--- src/rtl/sync_fifo_pipe.sv ---
// Single-clock FIFO with inferred RAM storage, one- or two-stage registered read path,
// registered full/empty/threshold status, occupancy count, sticky error flags and flush.
module sync_fifo_pipe #(
  parameter int WIDTH      = 32,
  parameter int DEPTH      = 128,
  parameter int PIPE       = 1,
  parameter int AFULL_VAL  = 120,
  parameter int AEMPTY_VAL = 8,
  localparam int AW        = $clog2(DEPTH),
  localparam int CW        = AW + 1
) (
  input  logic             clock,
  input  logic             reset_n,
  input  logic             flush,
  input  logic             we,
  input  logic [WIDTH-1:0] wdata,
  input  logic             re,
  output logic [WIDTH-1:0] rdata,
  output logic             rvalid,
  output logic             full,
  output logic             empty,
  output logic             afull,
  output logic             aempty,
  output logic [CW-1:0]    wrcnt,
  output logic             overflow,
  output logic             underflow
);

  localparam logic [CW-1:0] DEPTH_C  = CW'(DEPTH);
  localparam logic [CW-1:0] AFULL_C  = CW'(AFULL_VAL);
  localparam logic [CW-1:0] AEMPTY_C = CW'(AEMPTY_VAL);

  logic [WIDTH-1:0] mem [DEPTH];
  logic [AW-1:0]    wptr;
  logic [AW-1:0]    rptr;
  logic [CW-1:0]    count_next;
  logic             wr_accept;
  logic             rd_accept;
  logic [WIDTH-1:0] q1;
  logic             v1;

  // Acceptance looks only at registered status, so a full FIFO never takes a write
  // even when a read drains it in the same cycle (and vice versa when empty).
  assign wr_accept = we && !full  && !flush;
  assign rd_accept = re && !empty && !flush;

  always_comb begin
    count_next = wrcnt;
    if (flush)
      count_next = '0;
    else if (wr_accept && !rd_accept)
      count_next = wrcnt + CW'(1);
    else if (rd_accept && !wr_accept)
      count_next = wrcnt - CW'(1);
  end

  always_ff @(posedge clock) begin
    if (wr_accept)
      mem[wptr] <= wdata;
  end

  always_ff @(posedge clock or negedge reset_n) begin
    if (!reset_n) begin
      wptr      <= '0;
      rptr      <= '0;
      wrcnt     <= '0;
      full      <= 1'b0;
      empty     <= 1'b1;
      afull     <= 1'b0;
      aempty    <= 1'b1;
      overflow  <= 1'b0;
      underflow <= 1'b0;
    end else begin
      if (flush) begin
        wptr <= '0;
        rptr <= '0;
      end else begin
        if (wr_accept) wptr <= wptr + AW'(1);
        if (rd_accept) rptr <= rptr + AW'(1);
      end
      wrcnt     <= count_next;
      full      <= (count_next == DEPTH_C);
      empty     <= (count_next == '0);
      afull     <= (count_next >= AFULL_C);
      aempty    <= (count_next <= AEMPTY_C);
      overflow  <= !flush && (overflow  || (we && full));
      underflow <= !flush && (underflow || (re && empty));
    end
  end

  // First read stage: RAM output register, only loaded by accepted reads so it holds otherwise.
  always_ff @(posedge clock or negedge reset_n) begin
    if (!reset_n) begin
      q1 <= '0;
      v1 <= 1'b0;
    end else begin
      v1 <= rd_accept;
      if (rd_accept)
        q1 <= mem[rptr];
    end
  end

  generate
    if (PIPE != 0) begin : g_pipe2
      logic [WIDTH-1:0] q2;
      logic             v2;

      // Flush cancels a word sitting in the first stage so it never surfaces.
      always_ff @(posedge clock or negedge reset_n) begin
        if (!reset_n) begin
          q2 <= '0;
          v2 <= 1'b0;
        end else begin
          v2 <= v1 && !flush;
          if (v1 && !flush)
            q2 <= q1;
        end
      end

      assign rdata  = q2;
      assign rvalid = v2;
    end else begin : g_pipe1
      assign rdata  = q1;
      assign rvalid = v1;
    end
  endgenerate

endmodule
--- config.mk ---
export PLATFORM = sky130hd
export DESIGN_NAME = sync_fifo_pipe
export DESIGN_NICKNAME = d
export VERILOG_FILES = /design/src/rtl/sync_fifo_pipe.sv
export SDC_FILE = /design/constraint.sdc
export NUM_CORES = 2
export LEC_CHECK = 0
export CORE_UTILIZATION = 38
export CTS_CLUSTER_DIAMETER = 30
export DETAILED_ROUTE_END_ITERATION = 12
export GPL_TIMING_DRIVEN = 0
export HOLD_SLACK_MARGIN = 0.05
export SLEW_MARGIN = 20
export SYNTH_ARGS = -nofsm -noshare
export SYNTH_HDL_FRONTEND = slang
export SYNTH_SLANG_ARGS = --single-unit
--- constraint.sdc ---
create_clock -name clock -period 10.05 [get_ports clock]
set_clock_uncertainty 0.05 [all_clocks]
set_input_delay 2.01 -clock clock [delete_from_list [all_inputs] [get_ports clock]]
set_output_delay 2.01 -clock clock [all_outputs]
set_load 0.05 [all_outputs]
After elaboration in Yosys (flattened, before gate mapping)

Memory sizes are Yosys's and may differ from the RTL's. A register that Yosys moved wholly into a read port is not among the register bits.
Cells that the tools add are included.

Register bits: 62
RAM bits: 4096
Memories: 1
Word-level logic and storage cells: 51

Memories:

| memory | depth | bits a word | rd ports | clocked after Yosys merged registers in | wr ports | RTL line | RTL |
|---|---|---|---|---|---|---|---|
| mem    | 128   | 32          | 1        | 1                                       | 1        | 33       | `logic [WIDTH-1:0] mem [DEPTH];` |

Muxes and demuxes: 9
Magnitude comparators: 2
Reduce and logical (&&, ||, !) cells: 22
Equality and inequality tests: 1
$add $sub $neg: 4

Operators with widths:

| kind                  | number |
|---|---|
| $mux W7               | 4 |
| $mux W8               | 3 |
| $add A7 B1 Y7 const B | 2 |
| $logic_and A1 B1 Y1   | 11 |
| $add A8 B1 Y8 const B | 1 |
| $eq A8 B8 Y1 const B  | 1 |
| $ge A8 B7 Y1 const B  | 1 |
| $le A8 B4 Y1 const B  | 1 |
| $logic_not A8 Y1      | 1 |
| $sub A8 B1 Y8 const B | 1 |
| $logic_not A1 Y1      | 6 |
| $reduce_bool A2 Y1    | 2 |
| $logic_or A1 B1 Y1    | 2 |
| $mux W1               | 2 |

Logic depth before layout (Yosys ltp)

Depth in word-level cells: 9
Mapped depth: 12
Mapped depth without buffers: 7

Least setup slack after synthesis

No wires, ideal clock.

Kind: in2reg
Start: input port flush
End: memory mem[80][0] (enable)
Library setup time: 0.502 ns
Data arrival time: 5.971 ns
Setup slack: 3.527 ns
Stages on the path: 5
Path buffers: 1
Cell sequence: clkbuf_1 nor3b_1 and2_1 nand2_1 nor4_1

Cells in the longest elaborated chain, start to end: 4

RTL lines:

| element                       | RTL line | RTL |
|---|---|---|
| from (decl)                   | 14       | `input logic flush,` |
| $logic_not A1 Y1              | 44       | `assign wr_accept = we && !full && !flush;` |
| $logic_and A1 B1 Y1           | 44       |  |
| $mux W1                       | 58       | `if (wr_accept)` |
| $mux W1 (implied by the code) | 59       | `mem[wptr] <= wdata;` |
| to (decl)                     | 33       |  |

Every way passes these cells.

Final worst setup path

Start: input port we
End: memory mem[103][29] (enable)

Cells in the longest elaborated chain, start to end: 4

RTL lines:

| element                          | RTL line | RTL |
|---|---|---|
| from (decl)                      | 15       | `input logic we,` |
| $logic_and A1 B1 Y1 (2 in a row) | 44       |  |
| $mux W1                          | 58       |  |
| $mux W1 (implied by the code)    | 59       |  |

Every way passes these cells.

==> impl_metrics.xml <==
<?xml version="1.0" encoding="UTF-8"?>
<metrics>
  <group name="status">
    <metric name="status" unit="">completed</metric>
  </group>
  <group name="critical_path">
    <metric name="timing.critical_path.max_delay_family" unit="">buffers and inverters</metric>
    <metric name="worst-path-max-fanout" unit="">17</metric>
    <metric name="worst-path-buf-inv" unit="">6</metric>
    <metric name="critPathMaxStageDelay" unit="ns">0.86</metric>
    <metric name="critPathSlowestCell" unit="">sky130_fd_sc_hd__clkdlybuf4s50_1</metric>
    <metric name="worst_ep_required_time" unit="ns">10.77</metric>
    <metric name="critical_path.endpoint_type" unit="">register</metric>
    <metric name="critPathLaunchType" unit="">input port</metric>
    <metric name="cp.arrival" unit="ns">6.75</metric>
    <metric name="timing.critical_path.mode_cell" unit="">sky130_fd_sc_hd__buf_16</metric>
    <metric name="crit_chain" unit="">clkdlybuf4s50_1 &gt; nand2b_1 &gt; clkbuf_1 &gt; nor2_1 &gt; nand2_1 &gt; clkbuf_2 &gt; buf_12 &gt; nor2_4 &gt; buf_16 &gt; buf_16</metric>
    <metric name="crit_type" unit="">input port to register</metric>
  </group>
  <group name="global_routing">
    <metric name="grt_max_degree" unit="">105</metric>
    <metric name="grt_antenna_before_repair" unit="">25</metric>
    <metric name="gr-usage-all-layers" unit="">0.214</metric>
    <metric name="overflow" unit="">0</metric>
    <metric name="vias_in_the_first_global_route" unit="">84689</metric>
    <metric name="grt_pass1_wl" unit="mm">643</metric>
  </group>
  <group name="sta">
    <metric name="worst_slew_margin_rel" unit="">0.155</metric>
    <metric name="setup-tns-final" unit="ns">0</metric>
    <metric name="layout_worst_path_cycle_share" unit="">0.601</metric>
    <metric name="grt_setup_unrepaired" unit="">false</metric>
    <metric name="hold_violations" unit="">0</metric>
    <metric name="finalCriticalPeriod" unit="ns">6.04</metric>
    <metric name="finalMaxSlewViolations" unit="">0</metric>
    <metric name="timing.fmax" unit="MHz">166</metric>
    <metric name="worst_pin_slew" unit="ns">1.26</metric>
    <metric name="total_setup_violations_reported_at_the_end_of_the_flow" unit="">0</metric>
    <metric name="postLayoutSetupSlackWorst" unit="ns">4.01</metric>
  </group>
  <group name="logic_synthesis">
    <metric name="ys_async_sr_fraction" unit="">0.0224</metric>
    <metric name="synthesized_net_count" unit="">7498</metric>
    <metric name="edff_count_synth" unit="">4096</metric>
    <metric name="yosysMostFrequentCell" unit="">sky130_fd_sc_hd__edfxtp_1</metric>
    <metric name="synth_top_cell_area_share" unit="">0.766</metric>
    <metric name="yosys_warnings" unit="">0</metric>
    <metric name="synth_ff_type" unit="">sky130_fd_sc_hd__edfxtp_1</metric>
    <metric name="ys_seq_elements" unit="">4190</metric>
    <metric name="synthDominantAreaCellType" unit="">sky130_fd_sc_hd__edfxtp_1</metric>
    <metric name="synthesized_area" unit="um^2">161000</metric>
    <metric name="post_synth_main_area_contributors" unit="">sky130_fd_sc_hd__edfxtp_1 (77%), sky130_fd_sc_hd__mux4_2 (11%), sky130_fd_sc_hd__mux2i_1 (4.6%), sky130_fd_sc_hd__dfrtp_1 (1.4%), sky130_fd_sc_hd__a22oi_1 (1.1%)</metric>
    <metric name="synth.avg_cell_area" unit="um^2">21.5</metric>
    <metric name="yosys-top-cells-count" unit="">sky130_fd_sc_hd__edfxtp_1 (4096), sky130_fd_sc_hd__mux4_2 (800), sky130_fd_sc_hd__mux2i_1 (736), sky130_fd_sc_hd__a22oi_1 (225), sky130_fd_sc_hd__nor2_1 (218)</metric>
    <metric name="synth_cells" unit="">7457</metric>
    <metric name="portion_of_the_post_synthesis_area_used_by_sequential_elements" unit="">0.780</metric>
    <metric name="netlist_cell_types" unit="">43</metric>
  </group>
  <group name="die">
    <metric name="rows" unit="">238</metric>
    <metric name="die_area" unit="um^2">425000</metric>
    <metric name="chipWidth" unit="um">652</metric>
    <metric name="fp.dieH" unit="um">652</metric>
    <metric name="core_area" unit="um^2">420000</metric>
    <metric name="ioPinCount" unit="">84</metric>
    <metric name="initial_utilization" unit="">0.382</metric>
  </group>
  <group name="pwr">
    <metric name="power_per_cell_area" unit="nW/um^2">244</metric>
    <metric name="leakagePower" unit="uW">0.0628</metric>
    <metric name="worst_ir_drop_vdd" unit="mV">0.187</metric>
  </group>
  <group name="route">
    <metric name="wl" unit="mm">463</metric>
    <metric name="initialDrtViolationCount" unit="">10655</metric>
    <metric name="route.detailed.drc" unit="">0</metric>
    <metric name="wl_per_cell" unit="um">31.1</metric>
    <metric name="detail_route.first_pass.iterations" unit="">9</metric>
    <metric name="postRouteAntennaNets" unit="">0</metric>
    <metric name="via_count" unit="">82759</metric>
    <metric name="vias_per_cell" unit="">5.56</metric>
  </group>
  <group name="clocking">
    <metric name="root_buffer" unit="">sky130_fd_sc_hd__clkbuf_16</metric>
    <metric name="cts_tree" unit="">built</metric>
    <metric name="cts_buffers" unit="">783</metric>
    <metric name="hold_buffers" unit="">0</metric>
    <metric name="insertion_delay" unit="ns">1.07</metric>
    <metric name="postCtsSetupBuffers" unit="">0</metric>
    <metric name="cts_max_level" unit="">6</metric>
    <metric name="numClockSinks" unit="">4190</metric>
    <metric name="clkSlewWorstSetupHoldPaths" unit="ns">0.04</metric>
    <metric name="cts_max_path_buffers" unit="">4</metric>
    <metric name="post_cts_resize_count" unit="">0</metric>
  </group>
  <group name="final_layout">
    <metric name="area_growth_syn_to_layout" unit="%">26.0</metric>
    <metric name="finalNetCount" unit="">8589</metric>
    <metric name="layout-drive-gt1-share" unit="">0.301</metric>
    <metric name="final_core_utilization" unit="">0.481</metric>
  </group>
  <group name="placement">
    <metric name="port-buffer-count" unit="">82</metric>
    <metric name="post-place-ws" unit="ns">3.04</metric>
    <metric name="post-dp-hpwl" unit="mm">313</metric>
    <metric name="place_congestion" unit="">0.892</metric>
  </group>
  <group name="job">
    <metric name="cap_viol_max_count" unit="">0</metric>
  </group>
  <group name="worst_hold_path">
    <metric name="hold_path_class" unit="">register to register</metric>
  </group>
</metrics>
## registers in the layout (all words and copies together), names as in the netlist
signal	count
mem	4096
q1	32
rdata	32
wrcnt	8
rptr	7
wptr	7
aempty	1
afull	1
empty	1
full	1
overflow	1
rvalid	1
underflow	1
v1	1
## worst register-to-register path: cells and delay by family, from the launching register on
kind,cells,cell delay [ns]
simple gates,4,1.41
flops,1,0.38
compound gates,2,0.94
buf+inv,6,2.45
## through the flow
step	instance area, um^2	instances	power (uW)	hold WS (ns)
2_1_floorplan	161000	7457	21600	0.430
3_3_place_gp	169000	13179	23000	0.439
3_5_place_dp	175000	13403	23000	0.447
4_1_cts	202000	14875	49600	0.454
5_1_grt	202000	14878	50500	0.471
6_report	202000	14895	49300	0.455
## logic make-up (layout without fill, tap and decap cells)
logic type,Yosys count,count (layout),share of synthesized area
other,0,20,0
AOI/OAI and AO/OA,534,534,0.0232
and+or+nand+nor,646,646,0.0182
adders and majority gates,4,4,0.000312
xor gates and xnor gates,16,16,0.000872
muxes,1632,1632,0.165
DFF,4190,4190,0.780
buffers and inverters,435,2213,0.0125
## cells in the final DEF (no fill, tap or decap), types with 119 or more instances in the layout
cell	netlist	routed
sky130_fd_sc_hd__clkbuf_16	0	784
sky130_fd_sc_hd__nand3_1	175	175
sky130_fd_sc_hd__mux2i_1	736	736
sky130_fd_sc_hd__nor2_4	0	126
sky130_fd_sc_hd__edfxtp_1	4096	4096
sky130_fd_sc_hd__clkbuf_1	210	284
sky130_fd_sc_hd__mux4_2	800	800
sky130_fd_sc_hd__a22oi_1	225	225
sky130_fd_sc_hd__buf_2	126	138
sky130_fd_sc_hd__buf_16	0	129
sky130_fd_sc_hd__clkinv_2	0	119
sky130_fd_sc_hd__nand2_1	129	129
## area by class of cell
| class | instances | area, um^2 |
|---|---|---|
| multi-input cells | 2832 | 34400 |
| inverters | 3 | 11.3 |
| clock inverters | 592 | 7420 |
| well taps | 5640 | 7060 |
| clock buffers | 880 | 20100 |
| fillers | 33757 | 218000 |
| diodes | 20 | 50.0 |
| flip-flops and latches | 4190 | 125000 |
| repair buffers | 306 | 6030 |
| plain buffers | 432 | 2010 |
## report_power, final
group          total, uW  switching [uW]  internal, uW
registers          19600             222         19400
logic               3080            1890          1180
clock network      26700            9280         17400
## metal layers
layer | vias to the layer above | global-route usage | share of wire
li1 | 33823 | - | -
met3 | 812 | 0.0410 | 0.081
met5 | - | 0 | 0.000052
met1 | 44050 | 0.275 | 0.38
met4 | 4 | 0.105 | 0.052
met2 | 4070 | 0.348 | 0.48
## worst paths after layout
| kind | startpoint | end | slack (ns) | cells past startpoint |
|---|---|---|---|---|
| max | we | mem[103][29] | 4.01 | 10 |
| max reg2reg | rptr[0] | q1[3] | 4.68 | 12 |
| min | rdata[10] | rdata[10] | 0.46 | 1 |
| min in group asynchronous | reset_n | q1[18] | 0.79 | 1 |
| max in group asynchronous | reset_n | empty | 8.34 | 2 |
| min reg2reg | rdata[10] | rdata[10] | 0.46 | 1 |
No activity file was read; power rests on OpenSTA's default activity.
